## src/rtl/pstats_event_gen.sv

```systemverilog
// Per-channel event-pulse generator for port-statistics self-test: staggered periodic or
// LFSR-gated random pulses over a bounded run, with abort, drain and an emitted-event counter.
module pstats_event_gen #(
  parameter int          g_num_ports   = 10,
  parameter int          g_cnt_width   = 16,
  parameter int          g_pulse_width = 1,
  parameter int          g_stagger     = 1,
  parameter logic [15:0] g_lfsr_seed   = 16'hACE1
) (
  input  logic                   clk_i,
  input  logic                   rst_n_i,
  input  logic                   start_i,
  input  logic                   stop_i,
  input  logic                   mode_i,
  input  logic [g_cnt_width-1:0] period_i,
  input  logic [7:0]             thresh_i,
  input  logic [15:0]            limit_i,
  output logic [g_num_ports-1:0] trig_o,
  output logic                   busy_o,
  output logic                   done_o,
  output logic [31:0]            evt_cnt_o
);

  localparam int PCW = (g_pulse_width < 2) ? 1 : $clog2(g_pulse_width + 1);
  localparam logic [PCW-1:0] PULSE_LEN = PCW'(g_pulse_width);
  localparam logic [g_cnt_width-1:0] MIN_PERIOD = g_cnt_width'(g_pulse_width + 1);

  typedef enum logic [1:0] {IDLE, RUN, DRAIN} state_t;

  state_t                   state;
  logic [g_cnt_width-1:0]   period_r;
  logic                     mode_r;
  logic [7:0]               thresh_r;
  logic [15:0]              limit_r;
  logic [g_cnt_width-1:0]   pcnt;
  logic [15:0]              rounds;
  logic [PCW-1:0]           pc [g_num_ports];
  logic [15:0]              lfsr;

  logic [g_num_ports-1:0]   fire;
  logic [31:0]              fire_cnt;
  logic                     pulses_idle;
  logic [7:0]               rnd;
  logic                     wrap;
  logic [32:0]              evt_sum;

  // Low byte of the LFSR rotated left by sh, so each channel sees a different slice.
  function automatic logic [7:0] rot_byte(input logic [15:0] v, input int sh);
    logic [7:0] r;
    for (int b = 0; b < 8; b++) r[b] = v[(b + 16 - sh) % 16];
    return r;
  endfunction

  assign wrap    = (pcnt == period_r - 1'b1);
  assign evt_sum = {1'b0, evt_cnt_o} + {1'b0, fire_cnt};

  // A stop in the current cycle also suppresses that cycle's slots: abort means no new pulses.
  always_comb begin
    fire        = '0;
    fire_cnt    = '0;
    pulses_idle = 1'b1;
    rnd         = '0;
    for (int n = 0; n < g_num_ports; n++) begin
      rnd = rot_byte(lfsr, n % 16);
      if (state == RUN && !stop_i && 32'(pcnt) == 32'(n * g_stagger) &&
          (!mode_r || rnd < thresh_r))
        fire[n] = 1'b1;
      if (pc[n] != '0) pulses_idle = 1'b0;
      fire_cnt = fire_cnt + 32'(fire[n]);
    end
  end

  always_ff @(posedge clk_i) begin
    if (!rst_n_i) begin
      state     <= IDLE;
      period_r  <= MIN_PERIOD;
      mode_r    <= 1'b0;
      thresh_r  <= '0;
      limit_r   <= '0;
      pcnt      <= '0;
      rounds    <= '0;
      lfsr      <= g_lfsr_seed;
      trig_o    <= '0;
      busy_o    <= 1'b0;
      done_o    <= 1'b0;
      evt_cnt_o <= '0;
      for (int n = 0; n < g_num_ports; n++) pc[n] <= '0;
    end else begin
      lfsr   <= {lfsr[14:0], lfsr[15] ^ lfsr[13] ^ lfsr[12] ^ lfsr[10]};
      done_o <= 1'b0;

      // A slot on a channel that is still high simply reloads its width counter.
      for (int n = 0; n < g_num_ports; n++) begin
        if (fire[n]) begin
          pc[n]     <= PULSE_LEN;
          trig_o[n] <= 1'b1;
        end else if (pc[n] != '0) begin
          pc[n]     <= pc[n] - PCW'(1);
          trig_o[n] <= (pc[n] != PCW'(1));
        end else begin
          trig_o[n] <= 1'b0;
        end
      end

      evt_cnt_o <= evt_sum[32] ? 32'hFFFF_FFFF : evt_sum[31:0];

      case (state)
        IDLE: begin
          if (start_i) begin
            state     <= RUN;
            period_r  <= (period_i < MIN_PERIOD) ? MIN_PERIOD : period_i;
            mode_r    <= mode_i;
            thresh_r  <= thresh_i;
            limit_r   <= limit_i;
            pcnt      <= '0;
            rounds    <= '0;
            evt_cnt_o <= '0;
            busy_o    <= 1'b1;
          end
        end
        RUN: begin
          if (stop_i) begin
            state <= DRAIN;
          end else if (wrap) begin
            pcnt   <= '0;
            rounds <= rounds + 16'd1;
            if (limit_r != '0 && rounds == limit_r - 16'd1) state <= DRAIN;
          end else begin
            pcnt <= pcnt + 1'b1;
          end
        end
        DRAIN: begin
          if (pulses_idle) begin
            state  <= IDLE;
            busy_o <= 1'b0;
            done_o <= 1'b1;
          end
        end
        default: state <= IDLE;
      endcase
    end
  end

endmodule

```

## config.mk

```make
export PLATFORM = sky130hd
export DESIGN_NAME = pstats_event_gen
export DESIGN_NICKNAME = d
export VERILOG_FILES = /design/src/rtl/pstats_event_gen.sv
export SDC_FILE = /design/constraint.sdc
export NUM_CORES = 1
export LEC_CHECK = 0
export ABC_AREA = 1
export CELL_PAD_IN_SITES_DETAIL_PLACEMENT = 1
export CELL_PAD_IN_SITES_GLOBAL_PLACEMENT = 2
export CORE_ASPECT_RATIO = 1.75
export CORE_UTILIZATION = 33
export CTS_CLUSTER_SIZE = 24
export DETAILED_ROUTE_END_ITERATION = 10
export PLACE_DENSITY_LB_ADDON = 0.25
export SLEW_MARGIN = 20
export SYNTH_ARGS = -nofsm -noshare
export SYNTH_HDL_FRONTEND = slang
export SYNTH_SLANG_ARGS = --single-unit
```

## constraint.sdc

```tcl
create_clock -name clk_i -period 8.65 [get_ports clk_i]
set_input_delay 1.73 -clock clk_i [delete_from_list [all_inputs] [get_ports clk_i]]
set_output_delay 1.73 -clock clk_i [all_outputs]
set_load 0.005 [all_outputs]
```

==> results of run 1 <==
-- power by group through the flow --
stage	Sequential (mW)	Combinational [mW]	Clock, mW
2_1_floorplan	0.724	0.229	0
3_3_place_gp	0.736	0.314	0
3_5_place_dp	0.736	0.325	0
4_1_cts	0.721	0.328	0.811
5_1_grt	0.724	0.371	0.833
6_report	0.720	0.321	0.788
-- stage by stage --
stage	area (um^2)	hold slack, ns	power [mW]	worst slack (ns)	std cells
after global placement	10800	0.455	1.05	0.957	1811
after CTS	11400	0.472	1.86	1.26	1843
after floorplan	9560	0.421	0.953	2.13	1375
final	11400	0.474	1.83	1.24	1843
after global routing	11400	0.493	1.93	0.642	1843
after detailed placement	10800	0.461	1.06	0.819	1811
-- area by class of cell --
cell class,instances,area [um^2]
Timing Repair Buffer,94,926
Tap cell,378,473
Sequential cell,145,2910
Clock inverter,14,178
Fill cell,3679,17100
Inverter,191,717
Multi-Input combinational cell,1003,5770
Clock buffer,18,429
-- worst max-delay path, delay by kind of cell --
kind,cells,cell delay [ns]
adder cells (fa/ha/maj),6,2.51
buffers and inverters,12,1.59
AND/OR/NAND/NOR,9,1.66
AO/OA/AOI/OAI,3,0.33
-- Yosys cell counts (2+ instances only) --
cell type,instances
inv_1,184
a21boi_0,2
nand2_4,4
nand3_1,86
o211ai_1,12
inv_2,6
xnor2_1,21
nand2_2,2
and2_1,4
nand3_2,3
a21oi_1,89
o21ai_2,2
nor2_2,10
ha_1,83
o21ai_1,3
buf_6,2
nor4_1,18
buf_2,5
nand2_1,303
nor3_1,30
o21a_1,7
nor2_4,3
nor3_2,2
o21ai_0,79
nand4_1,34
nand3b_1,4
or2_2,6
dfxtp_1,144
clkbuf_1,26
fa_1,7
a22o_1,5
nor2_1,130
xor2_1,44
-- sequential cells by signal, summed over array words and instances, names as in the netlist --
register and count:
done_o 1, busy_o 1, state 2, thresh_r 8
lfsr 16, rounds 16, pcnt 16, pc 10
trig_o 10, period_r 16, evt_cnt_o 32, mode_r 1
limit_r 16
-- logic make-up after synthesis --
| kind of cell | Yosys count | synth area share |
|---|---|---|
| buf+inv | 227 | 0.0929 |
| compound gates | 205 | 0.117 |
| flops | 145 | 0.305 |
| fa+ha+maj | 90 | 0.123 |
| simple gates | 642 | 0.301 |
| xor+xnor | 66 | 0.0612 |
-- worst paths after layout --
path | from | to | cells after the start | slack (ns)
max | stop_i | evt_cnt_o[9] | 30 | 1.24
min | busy_o | busy_o | 2 | 0.47
max reg2reg | state[0] | evt_cnt_o[9] | 32 | 1.85
min reg2reg | busy_o | busy_o | 2 | 0.47
-- layer usage --
layer,GRT usage,wire length (um),vias to the layer above
li1,-,-,4647
met1,0.221,11700,4420
met2,0.425,16900,74
met3,0.0301,569,41
met4,0.0768,712,0
met5,0,0,-
==> results list, run 1 <==
- Number of instances in the synthesized netlist: roughly 1400
- At the end of the flow the core is filled with cells to 0.400.
- Clock Sink Count: 145
- Ratio of final minimum period to clock period: 0.857
- In the global route stage, overall resource usage came out at 0.214.
- 89 I/O pins were placed.
- Switching power summed over all nets: 0.557 mW
* Cell Int Power: between 1 and 1.5 mW
- Yosys mapped a number of flops with a built-in enable equal to 1.
- Post-Synthesis Net Count: between 1500 and 2000
- Most prevalent standard cell on the critical path: inv_1
* Port buffer count: 88
* Vias per std cell: 4.98
* Kind of critical path: primary input to flop
* Critical-path top delay cell: fa_1
* Net switching fraction of the power: 0.305
- Largest cells by area after synthesis: dfxtp_1 30%, nand2_1 12%, ha_1 11%, inv_1 7.2%, nor2_1 5.1%
- In this run the static leakage power is approximately 4.9 nW.
* Post-CTS Repair Setup Buffers: 0
- For this run, the top clock speed supported by timing is between 100 and 150 MHz.
* Clock insertion delay at the later pin of the skew report: 0.45 ns
- Power Density: 160 nW/um^2
* Worst min-delay path class: flop to flop
- The share of synthesized area in the top cell type comes to 0.301.
- The synthesized design contains 145 register bits.
* Residual DRC: 0
- Number of buffers created by CTS: 17
- The total overflow left after global routing is 0.
- Vias in the first global route: roughly 9600
- The H-tree generated during clock tree synthesis spans 4 levels.
- For this design, the CTS-stage hold fixing added 0 buffers.
* Antenna violations before repair: 0
- Top library cells by usage in the layout, fill and taps aside: 303 x nand2_1, 183 x inv_1, 144 x dfxtp_1
- After layout, the minimum clock period comes to 7.41 ns.
* TritonCTS clock tree: done
* Final #Nets: approximately 1600
- Required time of the worst setup path: between 9 and 10 ns
- Global-route wire length before repair: a little under 50000 um
* Final hold violation count: 0
* X dimension of the die: about 130 um
- Leaving out fill and tap cells, the most frequent cell in the layout is nand2_1.
- Final setup violation count: 0
- For this run, asynchronously set or reset flops after synthesis account for 0.
* Total via count after detailed routing: just over 9000
- Library cell used as clock root buffer: clkbuf_16
- STA classifies the critical path startpoint as a primary input.
* Proportion of power drawn by the clock network: 0.431
* Layout overhead on the synthesized area: 19.3%
- Detailed placement finished with a half-perimeter wire length of between 20000 and 25000 um.
- The die covers ~30000 um^2.
- Detailed Routing Iterations Pass 1: 4
- Routed len/inst: ~16 um
- The core region is 28500 um^2.
- Skew final: 0.0144 ns
* RSZ-0062 raised after global routing: false
- Of the cells placed in the final design, the portion with a size suffix greater than 1 is 0.0560.
* Number of rows created at floorplan: slightly above 80
- Post-synthesis cell type with the largest combined area: dfxtp_1
- Final weighted congestion in routability-driven placement: ~0.81
* Outcome: complete, no violations
* Part of the total power dissipated in combinational logic: 0.176
* Clock transition at the registers of the reported paths: about 0.070 ns
- Across the VDD grid, the largest voltage drop is 149 uV.
- The number of pins exceeding their max-slew limit in the final report is 0.
* Die Y-Extent: between 200 and 250 um
* Share of total power in sequential cells: 0.394
* Largest net degree at the start of global routing: 58
* Number of inserted diodes: 0
- Dominant register cell in the synthesized netlist: dfxtp_1
- Counting along the longest clock path gives a buffer depth of 2.
- Synthesis warning total: 0
* Quantity of gates resized following cts: 0
- For the pin with the worst max-slew slack, the measured transition is between 1 and 1.5 ns.
- Per-instance average area after synthesis: between 6 and 7 um^2
- Arrival time worst endpoint: 7.81 ns
- For this run, the slowest stage of the critical path takes 0.52 ns.
- Normalized max-slew margin: 0.308
- Netlist area before placement: 9560 um^2
* Portion of the post-synthesis area used by sequential elements: 0.305
* Count of routing violations after the opening detailed-route iteration: approximately 210
* Capturing element type of the critical path: flop
* Setup tns final: 0 ns
- Distinct cell type count of the synthesized netlist: between 40 and 50
- Initial Util: 0.335
- Wirelength, routed: ~30000 um
* Top fanout value on the critical path: 19
- Number of max-capacitance violations reported: 0
- Antenna violation net count after detailed routing: 0
(Power assumes the default switching activity.)
==> inputs of run 2 (changes only) <==
--- a/config.mk
+++ b/config.mk
@@ -13,6 +13,7 @@
 export CTS_CLUSTER_SIZE = 24
 export DETAILED_ROUTE_END_ITERATION = 10
 export PLACE_DENSITY_LB_ADDON = 0.25
+export REMOVE_ABC_BUFFERS = 1
 export SLEW_MARGIN = 20
 export SYNTH_ARGS = -nofsm -noshare
 export SYNTH_HDL_FRONTEND = slang
==> run 2 against run 1 <==
Register-to-register slack got worse by 0.08 ns. Combinational power about the same. Via count up 0.33%. Total power decreased by 2.1%. Flip-flop and latch count unchanged. Sequential share of layout area is essentially flat. Non-clock buffer count did not move. Largest power group unchanged.
==> results list, run 2 (same netlist as run 1, synthesis figures left out) <==
* Normalized max-slew margin: 0.418 (+0.110)
- Total via count after detailed routing: 9212 (+0.33%)
- The clock transition time at the flip-flop clock pins of the worst setup and hold paths was 0.07 ns (about the same).
- Buffers from clock root to sink, at most: 2 (unchanged)
- Power Density: 157 nW/um^2 (-2.0%)
- CTS HTree Levels: 4 (unchanged)
- The count of final hold-check violations came to 0 (unchanged).
* Max VDD drop: 145 uV (-2.5%)
* I/O Pins: 89 (unchanged)
- Routed len/inst: 16.4 um (+0.93%)
* Actual transition at the worst max-transition pin: 0.865 ns (-0.170 ns)
- Final weighted congestion in routability-driven placement: 0.856 (+6.0%)
- DP Area: 10800 um^2 (about the same)
* Logic depth of the worst path, buffers included: 30 (unchanged)
- Antenna violation net count after detailed routing: 0 (unchanged)
- The switching share of total power came to 0.308 (+0.00356).
* Maximum clock frequency: 134 MHz (-0.83%)
- The worst stage delay on the critical path was 0.51 ns (about the same).
* Quantity of gates resized following cts: 0 (unchanged)
* Footprint of the multi-input gates: 5770 um^2 (about the same)
- The sum of routed wire length over all layers came to 30200 um (+0.93%).
- The post-layout utilization of the core was 0.399 (-0.000483).
- Final std cell area, no fill: 11400 um^2 (-0.12%)
- The setup skew after layout came to 0.00793 ns (-0.00649 ns).
* Leakage: 4.90 nW (-0.18%)
- Vias per std cell: 5.00 (+0.33%)
* TritonCTS clock tree: done
- The number of global-route vias before repair was 9688 (+0.63%).
- Die ar.: 29700 um^2 (unchanged)
- Arrival time worst endpoint: 7.87 ns (+0.06 ns)
* Number of cell instances on the worst register-to-register path: 32 (unchanged)
- Count of pins over their slew limit: 0 (unchanged)
- Clock Sink Count: 145 (unchanged)
* Number of buffers added to fix hold violations after cts: 0 (unchanged)
- The required time of the critical path is 9.04 ns (about the same).
* Top fanout value on the critical path: 19 (unchanged)
* Critical-path top delay cell: fa_1
- Die Y-Extent: 227 um (unchanged)
* Library cell used as clock root buffer: clkbuf_16
* Layout overhead on the synthesized area: 19.1%
- The total design power came to 1.79 mW (-2.1%).
- Floorplan core area: 28500 um^2 (unchanged)
- The worst hold path cell count is 2 (unchanged).
- The pin count of the biggest net entering global routing is 56 (-3.4%).
- The number of flip-flops under the largest register name was 32 (unchanged).
* Global-route wire length before repair: 48800 um (-0.14%)
- Initial Util: 0.335 (unchanged)
* All-Layer GR Usage: 0.216 (+0.00156)
- The chip width is 131 um (unchanged).
- Number of inserted diodes: 0 (unchanged)
- Switching power summed over all nets: 0.552 mW (-0.93%)
- Count of routing violations after the opening detailed-route iteration: 266 (+24%)
- Sequential cell area: 2910 um^2 (unchanged)
- Outcome: complete, no violations
* Most prevalent standard cell on the critical path: inv_1
* RSZ-0062 raised after global routing: false
- Final setup violation count: 0 (unchanged)
* Antenna violations before repair: 0 (unchanged)
- The placed wire-length estimate came to 23400 um (+1.4%).
- Residual DRC: 0 (unchanged)
- The library cell used most frequently in the layout, excluding fill and tap cells, is nand2_1.
- Share of post-route cells with drive strength above 1: 0.0560 (unchanged)
- Setup tns final: 0 ns (unchanged)
- The worst setup path is captured at a flop.
- The net total in the final layout is 1587 (unchanged).
- The relative contribution of combinational cells to total power came to 0.181 (+0.005).
- evt_cnt_o holds more flip-flops than any other register.
- Share of total power in sequential cells: 0.402 (+0.008)
- Worst reg-to-reg setup slack: 1.77 ns (-0.08 ns)
* Clock insertion delay at the later pin of the skew report: 0.45 ns (about the same)
* Cell Int Power: 1.24 mW (-2.6%)
- Post-CTS Repair Setup Buffers: 0 (unchanged)
- Ratio of final minimum period to clock period: 0.864 (+0.00717)
* Number of rows created at floorplan: 82 (unchanged)
* Detailed Routing Iterations Pass 1: 4 (unchanged)
* Count of buffering cells on the critical path with inverters included: 12 (unchanged)
- Number of max-capacitance violations reported: 0 (unchanged)
- Top library cells by usage in the layout, fill and taps aside: 303 x nand2_1, 183 x inv_1, 144 x dfxtp_1
- The residual overflow from global routing was 0 (unchanged).
- The worst setup path is launched from a primary input.
- Number of buffers created by CTS: 17 (unchanged)
- In this run the worst hold path is classified as flop to flop.
- Port buffer count: 88 (unchanged)
- Among cell families on the critical path, the largest total delay comes from adder cells.
* Kind of critical path: primary input to flop
- The number of fill cells came to 3707 (+0.76%).
* Minimum clock period after layout: 7.47 ns (+0.0620 ns)
* Proportion of power drawn by the clock network: 0.417 (-0.014)
[run 2: worst paths after layout]
check,from,endpoint
worst max-delay path,stop_i,evt_cnt_o[22]
worst min-delay path,lfsr[8],lfsr[9]
worst max register to register,state[0],evt_cnt_o[22]
worst min register to register,lfsr[8],lfsr[9]
[run 2: cell type report]
cell class | instances | area share
timing repair buffer | 94 | 0.0830
multi-input combinational | 1003 | 0.507
clock inverter | 13 | 0.0121
inverter | 191 | 0.0629
sequential | 145 | 0.256
clock buffer | 19 | 0.0380
tap | 378 | 0.0415
[run 2: worst min-delay path: stages, from the launching register on]
cell     delay (ns)
dfxtp_1        0.32
nand2_1        0.05
inv_1          0.03
[run 2: per-layer routing]
layer	GRT usage	share of wire
met2	0.421	0.56
met4	0.0790	0.024
met5	0	0
met1	0.224	0.39
met3	0.0364	0.027
[run 2: power by group through the flow]
| stage | clock, mW | combinational [mW] | sequential (mW) |
|---|---|---|---|
| after floorplan | 0 | 0.220 | 0.724 |
| after global placement | 0 | 0.317 | 0.735 |
| after detailed placement | 0 | 0.327 | 0.735 |
| after CTS | 0.768 | 0.330 | 0.720 |
| after global routing | 0.792 | 0.374 | 0.723 |
| final | 0.748 | 0.324 | 0.720 |
[run 2: per-stage QoR]
stage	instances	hold slack, ns	setup slack [ns]
after floorplan	1339	0.421	1.44
after global placement	1810	0.434	0.800
after detailed placement	1810	0.440	0.654
after CTS	1842	0.450	1.12
after global routing	1843	0.478	0.810
final	1843	0.444	1.18
